### src/rtl/iob_bus_merge2_pkg.sv
// Shared constants and the read/write classification rule for the two-to-one IOb bus merge.
package iob_bus_merge2_pkg;

  localparam logic M0_ID      = 1'b0;
  localparam logic M1_ID      = 1'b1;
  localparam int   RD_AW_DEF  = 2;
  localparam int   MAX_STRB_W = 128;

  // A request with no byte strobes set is a read; callers zero-extend their strobes.
  function automatic logic is_read_f(input logic [MAX_STRB_W-1:0] wstrb);
    return (wstrb == '0);
  endfunction

endpackage

### src/rtl/iob_bus_merge2_fifo.sv
// Register FIFO of 1-bit requester IDs; wrap-bit pointers give full/empty without a counter.
module iob_bus_merge2_fifo
  import iob_bus_merge2_pkg::*;
#(
  parameter int AW = RD_AW_DEF
) (
  input  logic clk_i,
  input  logic cke_i,
  input  logic rst_i,
  input  logic push_i,
  input  logic data_i,
  input  logic pop_i,
  output logic full_o,
  output logic empty_o,
  output logic head_o
);

  localparam int DEPTH = 2 ** AW;

  logic [AW:0]      wptr_q, wptr_d;
  logic [AW:0]      rptr_q, rptr_d;
  logic [DEPTH-1:0] mem_q, mem_d;

  assign empty_o = (wptr_q == rptr_q);
  assign full_o  = (wptr_q[AW] != rptr_q[AW]) && (wptr_q[AW-1:0] == rptr_q[AW-1:0]);
  assign head_o  = mem_q[rptr_q[AW-1:0]];

  always_comb begin
    wptr_d = wptr_q;
    rptr_d = rptr_q;
    mem_d  = mem_q;
    if (push_i && !full_o) begin
      mem_d[wptr_q[AW-1:0]] = data_i;
      wptr_d                = wptr_q + {{AW{1'b0}}, 1'b1};
    end
    if (pop_i && !empty_o) begin
      rptr_d = rptr_q + {{AW{1'b0}}, 1'b1};
    end
  end

  always_ff @(posedge clk_i) begin
    if (rst_i) begin
      wptr_q <= '0;
      rptr_q <= '0;
      mem_q  <= '0;
    end else if (cke_i) begin
      wptr_q <= wptr_d;
      rptr_q <= rptr_d;
      mem_q  <= mem_d;
    end
  end

endmodule

### src/rtl/iob_bus_merge2.sv
// Two-to-one IOb bus arbiter with in-order read response routing.
// Define IOB_BUS_MERGE2_RR_EN for round-robin ties; otherwise requester 1 always wins ties.
module iob_bus_merge2
  import iob_bus_merge2_pkg::*;
#(
  parameter int ADDR_W = 32,
  parameter int DATA_W = 32,
  parameter int RD_AW  = RD_AW_DEF
) (
  input  logic                clk_i,
  input  logic                cke_i,
  input  logic                arst_i,
  input  logic                m0_valid_i,
  input  logic [ADDR_W-1:0]   m0_addr_i,
  input  logic [DATA_W-1:0]   m0_wdata_i,
  input  logic [DATA_W/8-1:0] m0_wstrb_i,
  output logic                m0_ready_o,
  output logic                m0_rvalid_o,
  output logic [DATA_W-1:0]   m0_rdata_o,
  input  logic                m1_valid_i,
  input  logic [ADDR_W-1:0]   m1_addr_i,
  input  logic [DATA_W-1:0]   m1_wdata_i,
  input  logic [DATA_W/8-1:0] m1_wstrb_i,
  output logic                m1_ready_o,
  output logic                m1_rvalid_o,
  output logic [DATA_W-1:0]   m1_rdata_o,
  output logic                s_valid_o,
  output logic [ADDR_W-1:0]   s_addr_o,
  output logic [DATA_W-1:0]   s_wdata_o,
  output logic [DATA_W/8-1:0] s_wstrb_o,
  input  logic                s_ready_i,
  input  logic                s_rvalid_i,
  input  logic [DATA_W-1:0]   s_rdata_i,
  output logic                err_o
);

  // Handshake: a beat transfers on a port in any cycle where its valid and ready are both high.

  logic                gnt;
  logic                g_valid;
  logic [DATA_W/8-1:0] g_wstrb;
  logic [MAX_STRB_W-1:0] g_wstrb_ext;
  logic                g_read;
  logic                blocked;
  logic                accept;
  logic                fifo_full, fifo_empty, fifo_head;
  logic                err_q, err_d;
  logic                tie_winner;

`ifdef IOB_BUS_MERGE2_RR_EN
  logic lg_q, lg_d;

  assign tie_winner = ~lg_q;
  assign lg_d       = accept ? gnt : lg_q;

  // lg resets to 1 so requester 0 takes the first tie.
  always_ff @(posedge clk_i) begin
    if (arst_i)     lg_q <= M1_ID;
    else if (cke_i) lg_q <= lg_d;
  end
`else
  assign tie_winner = M1_ID;
`endif

  always_comb begin
    gnt = m1_valid_i ? M1_ID : M0_ID;
    if (m0_valid_i && m1_valid_i) gnt = tie_winner;
  end

  assign g_valid     = (gnt == M1_ID) ? m1_valid_i : m0_valid_i;
  assign g_wstrb     = (gnt == M1_ID) ? m1_wstrb_i : m0_wstrb_i;
  assign g_wstrb_ext = MAX_STRB_W'(g_wstrb);
  assign g_read      = is_read_f(g_wstrb_ext);

  // Full only blocks reads; it never looks at s_rvalid_i so the request side stays free of it.
  assign blocked = g_read & fifo_full;
  assign accept  = s_valid_o & s_ready_i;

  assign s_valid_o  = g_valid & ~blocked;
  assign s_addr_o   = (gnt == M1_ID) ? m1_addr_i : m0_addr_i;
  assign s_wdata_o  = (gnt == M1_ID) ? m1_wdata_i : m0_wdata_i;
  assign s_wstrb_o  = g_wstrb;

  assign m0_ready_o = m0_valid_i & (gnt == M0_ID) & s_ready_i & ~blocked;
  assign m1_ready_o = m1_valid_i & (gnt == M1_ID) & s_ready_i & ~blocked;

  iob_bus_merge2_fifo #(.AW(RD_AW)) u_order_fifo (
    .clk_i   (clk_i),
    .cke_i   (cke_i),
    .rst_i   (arst_i),
    .push_i  (accept & g_read),
    .data_i  (gnt),
    .pop_i   (s_rvalid_i),
    .full_o  (fifo_full),
    .empty_o (fifo_empty),
    .head_o  (fifo_head)
  );

  assign m0_rdata_o  = s_rdata_i;
  assign m1_rdata_o  = s_rdata_i;
  assign m0_rvalid_o = s_rvalid_i & ~fifo_empty & (fifo_head == M0_ID);
  assign m1_rvalid_o = s_rvalid_i & ~fifo_empty & (fifo_head == M1_ID);

  assign err_d = err_q | (s_rvalid_i & fifo_empty);
  assign err_o = err_q;

  always_ff @(posedge clk_i) begin
    if (arst_i)     err_q <= 1'b0;
    else if (cke_i) err_q <= err_d;
  end

endmodule

### config.mk
export PLATFORM = sky130hd
export DESIGN_NAME = iob_bus_merge2
export DESIGN_NICKNAME = d
export VERILOG_FILES = /design/src/rtl/iob_bus_merge2_pkg.sv /design/src/rtl/iob_bus_merge2_fifo.sv /design/src/rtl/iob_bus_merge2.sv
export SDC_FILE = /design/constraint.sdc
export NUM_CORES = 1
export LEC_CHECK = 0
export ABC_CLOCK_PERIOD_IN_PS = 1750
export BUFFER_PORTS_ARGS = -buffer_cell sky130_fd_sc_hd__buf_4
export CAP_MARGIN = 20
export CELL_PAD_IN_SITES_DETAIL_PLACEMENT = 1
export CELL_PAD_IN_SITES_GLOBAL_PLACEMENT = 2
export CORE_ASPECT_RATIO = 1.25
export CORE_MARGIN = 3
export CORE_UTILIZATION = 11
export CTS_BUF_LIST = sky130_fd_sc_hd__clkbuf_8
export CTS_CLUSTER_SIZE = 30
export DETAILED_ROUTE_END_ITERATION = 7
export PLACE_DENSITY = 0.77
export SLEW_MARGIN = 0
export SYNTH_ARGS = -nofsm -noshare
export SYNTH_HDL_FRONTEND = slang
export SYNTH_SLANG_ARGS = --single-unit
export TNS_END_PERCENT = 10
### constraint.sdc
create_clock -name clk_i -period 1.75 [get_ports clk_i]
set_input_delay 0.4375 -clock clk_i [delete_from_list [all_inputs] [get_ports clk_i]]
set_output_delay 0.4375 -clock clk_i [all_outputs]
set_load 0.03 [all_outputs]
==> summary.md <==
Entering global routing, the biggest net connects 24 pins. The min-delay analysis places its worst path in the category primary input to flip-flop. The slack of the critical path is -229 ps, and the cell count of the worst reg-to-reg path is 7. For the worst setup path, the data required time is 1310 ps.

STA puts the critical path data arrival time at 1540 ps. In this run the tightest slew margin relative to its limit is 77.5%. The floorplan step defined a die boundary enclosing 19,900 um2. The number of antenna cells inserted was 0; the depth of the CTS H-tree was 1.

IR analysis of the VDD net gives a maximum drop of 156 uV. In the global route stage, overall resource usage came out at 11.7%. Dividing the detail-routed wire length by the instance count gives 20.7 um.

The congestion estimate from routability-driven global placement came to 0.865. Measured along the y axis, the die boundary spans 157 um. The final count of pins violating max slew was 0; the number of detailed-route iterations in the first pass was 4. Count of different cell masters after synthesis: 36. The number of synthesis warnings is 0, and the count of nets left with antenna violations after detail routing is 0.

By area the synthesized netlist is led by sky130_fd_sc_hd__mux2_2, sky130_fd_sc_hd__buf_4, sky130_fd_sc_hd__dfxtp_1. The initial antenna violation count is 1. At the end of the flow, the number of nets in the layout was 574. The cell family contributing the most delay on the critical path is simple AND/OR/NAND/NOR gates. The critical path runs through a total of 5 cells.

The width of the die is 127 um. The clock latency on the worst-skew pair came out at 240 ps. The clock drives 11 sinks. The total power of the final layout is 1.56 mW. Subtracting the final worst setup slack from the clock period gives 1980 ps. Summed over all layers, the routed wires come to 12,800 um. Global routing finished with a remaining overflow of 0.

The clock-pin slew on the worst setup and hold paths came out at 60 ps. In the synthesized netlist the async set-or-reset flop fraction comes to 0%. The first global-routing pass estimated 17,400 um of wire. Once layout is complete, the cells apart from fillers number 617. Synthesis inferred 11 register bits. The maximum achievable frequency is 505 MHz, and the ratio of cells with drive above 1 in the final layout is 86.8%. Synthesis produced 218 cells.

Yosys mapped a number of flops with a built-in enable equal to 0. Counting both buffers and inverters, the worst setup path holds a total of 2. Classification of the worst setup path: flip-flop to output pin. The total of buffers placed on input and output ports is 216, and the number of I/O pins is 313.

After legalization and detailed placement, the total HPWL measured 11,400 um. The period utilization is 113%. By instance count, the cell type seen most on the critical path is sky130_fd_sc_hd__buf_6.

Counting tap cells, the placed design contains a total of 607 instances. The count of final hold-check violations came out at 0. The mean number of vias per cell is 3.70, and the number of buffers inserted during clock tree synthesis is 3. Detailed routing inserted a total of 2,285 vias.

The worst setup path is launched from a flip-flop. The worst setup path is captured at an output pin. The tools report the final worst hold slack as 438 ps. In this run the standard cell core region covers 17,700 um2. The power density of the placed cells was 403 nW/um2; the total of max-cap violations was 0. The utilization after layout came out at 21.9%. For this configuration, the core starts out at a cell density of 11.3%.

The signal on the critical path passes through xor2_4, buf_6, or3_4, and3_4, buf_6. TritonCTS built the clock tree. In this run the biggest area consumer among cell types represents 38.1% of the synthesized area. The run gives 1.80 nW as the leakage power.

For this run, design rule violations remaining after detail routing come to 0. The flow ran to the end, but the final reports show violations. In this run the core area contains 54 standard-cell rows.

For this block, the initial DRC count from the detailed router was 37. The total nets after synthesis came out at 398. Delay of the slowest cell on the worst path: 350 ps. Across the routed clock network, the largest skew measured is 0.394 ps. Along the worst path, the maximum fanout reaches 2. The number of cells traversed by the worst hold path came out at 2. For the pin with the worst max-slew slack, the measured transition is 333 ps. The tree is rooted in a sky130_fd_sc_hd__clkbuf_8.

The cell area that synthesis handed to floorplanning was 2010 um2. The run gives 50 ps as the register-to-register setup slack. The run gives 2,660 as the via count of the first global-routing pass. Setup repair after global routing could not meet its margin everywhere. For this run, the leading register cell type out of synthesis is sky130_fd_sc_hd__dfxtp_1. The average size of a mapped cell is 9.21 um2. No sink is reached through more buffers than the 2 on the longest clock path. The largest individual stage delay along the critical path comes from the cell sky130_fd_sc_hd__dfxtp_2. The checks that failed: negative setup slack. After synthesis, flip-flops and latches occupy 11.0% of the total area. Setup violations remaining at the end of the flow were counted as 5.

The area growth from synthesis to layout is 93.1%. Of all cell types, the one taking the most synthesized area is sky130_fd_sc_hd__mux2_2.
[routing by layer]
metal  track usage, %  vias to the layer above  wire (um)
met5                0                        -         17
met4             1.99                        2        146
met3             5.57                       12       1430
met2             19.8                      165       6290
met1             13.8                     1042       4900
li1                 -                     1064          -
[kinds of logic (layout without fill, tap and decap cells)]
family                   after synthesis  in the layout  synth area share [%]
buffers and inverters                 78            253                  26.5
multiplexers                          71             71                  40.2
AO/OA/AOI/OAI                         24             24                  8.72
AND/OR/NAND/NOR                       24             24                  7.48
flip-flops                            11             11                  11.0
adder cells (fa/ha/maj)                5              5                  3.12
XOR/XNOR                               5              5                  2.93
[Yosys cell counts, types with 2 or more instances]
cell type	n
sky130_fd_sc_hd__buf_1	7
sky130_fd_sc_hd__nor2_1	4
sky130_fd_sc_hd__o41ai_1	2
sky130_fd_sc_hd__dfxtp_1	11
sky130_fd_sc_hd__a21oi_1	6
sky130_fd_sc_hd__ha_1	5
sky130_fd_sc_hd__a21bo_2	2
sky130_fd_sc_hd__or3_1	2
sky130_fd_sc_hd__xor2_2	2
sky130_fd_sc_hd__inv_1	5
sky130_fd_sc_hd__o311ai_0	3
sky130_fd_sc_hd__xor2_1	2
sky130_fd_sc_hd__nand3_1	5
sky130_fd_sc_hd__mux2i_1	2
sky130_fd_sc_hd__clkbuf_1	2
sky130_fd_sc_hd__mux2_2	68
sky130_fd_sc_hd__o21ai_0	4
sky130_fd_sc_hd__buf_4	64
sky130_fd_sc_hd__o31ai_1	2
sky130_fd_sc_hd__nand2_1	4
[path summary, 6_finish.rpt]
check,end,from
setup / recovery,m1_rvalid_o,u_order_fifo.wptr_q[0]
hold / removal,u_order_fifo.rptr_q[2],arst_i
hold reg to reg,u_order_fifo.mem_q[1],u_order_fifo.mem_q[1]
setup reg to reg,u_order_fifo.mem_q[2],u_order_fifo.wptr_q[1]
[area by class of cell]
type                    count  area [um2]
fillers                  2115       13800
repair buffers            244        1930
multi-input cells         129        1370
well taps                 224         280
flip-flops and latches     11         235
clock buffers               3        41.3
inverters                   5        18.8
clock inverters             1        5.00
[layout by cell type, fill, tap and decap left out, drive strengths merged, types with 5 or more instances in the layout]
master  instances
buf           244
mux2           68
dfxtp          11
a21oi           6
inv             5
nand3           5
ha              5
[report_power, final]
part | internal [mW] | switching, mW | leakage [nW]
combinational | 0.522 | 0.522 | 1.68
clock | 0.157 | 0.111 | 0.0255
sequential | 0.248 | 0.00180 | 0.0928
[registers in the layout, indices dropped and copies added, names as in the netlist]
register	cells
err_o	1
u_order_fifo.mem_q	4
u_order_fifo.rptr_q	3
u_order_fifo.wptr_q	3
[stage by stage]
step / worst slack (ps) / instance area [um2] / setup TNS, ps
2_1_floorplan: -65.0 / 2040 / -2350
4_1_cts: -239 / 3790 / -1050
3_5_place_dp: -115 / 3610 / -4630
5_1_grt: -264 / 3880 / -1260
3_3_place_gp: -97.4 / 3610 / -3510
6_report: -229 / 3880 / -973
[worst reg2reg max path: stages (launching register included)]
cell and delay, ps:
sky130_fd_sc_hd__dfxtp_4 360, sky130_fd_sc_hd__xor2_4 200, sky130_fd_sc_hd__buf_4 140, sky130_fd_sc_hd__buf_4 120
sky130_fd_sc_hd__buf_4 130, sky130_fd_sc_hd__o311a_4 370, sky130_fd_sc_hd__nand3_1 100, sky130_fd_sc_hd__mux2i_1 210
[what timing repair did]
action                     4_1_cts  5_1_grt
resized for setup               22       12
cloned                           1        0
buffers inserted                 3        2
pin swaps                        5        3
setup endpoints to repair       73       23
hold buffers                     0        0
(Power assumes the default switching activity.)
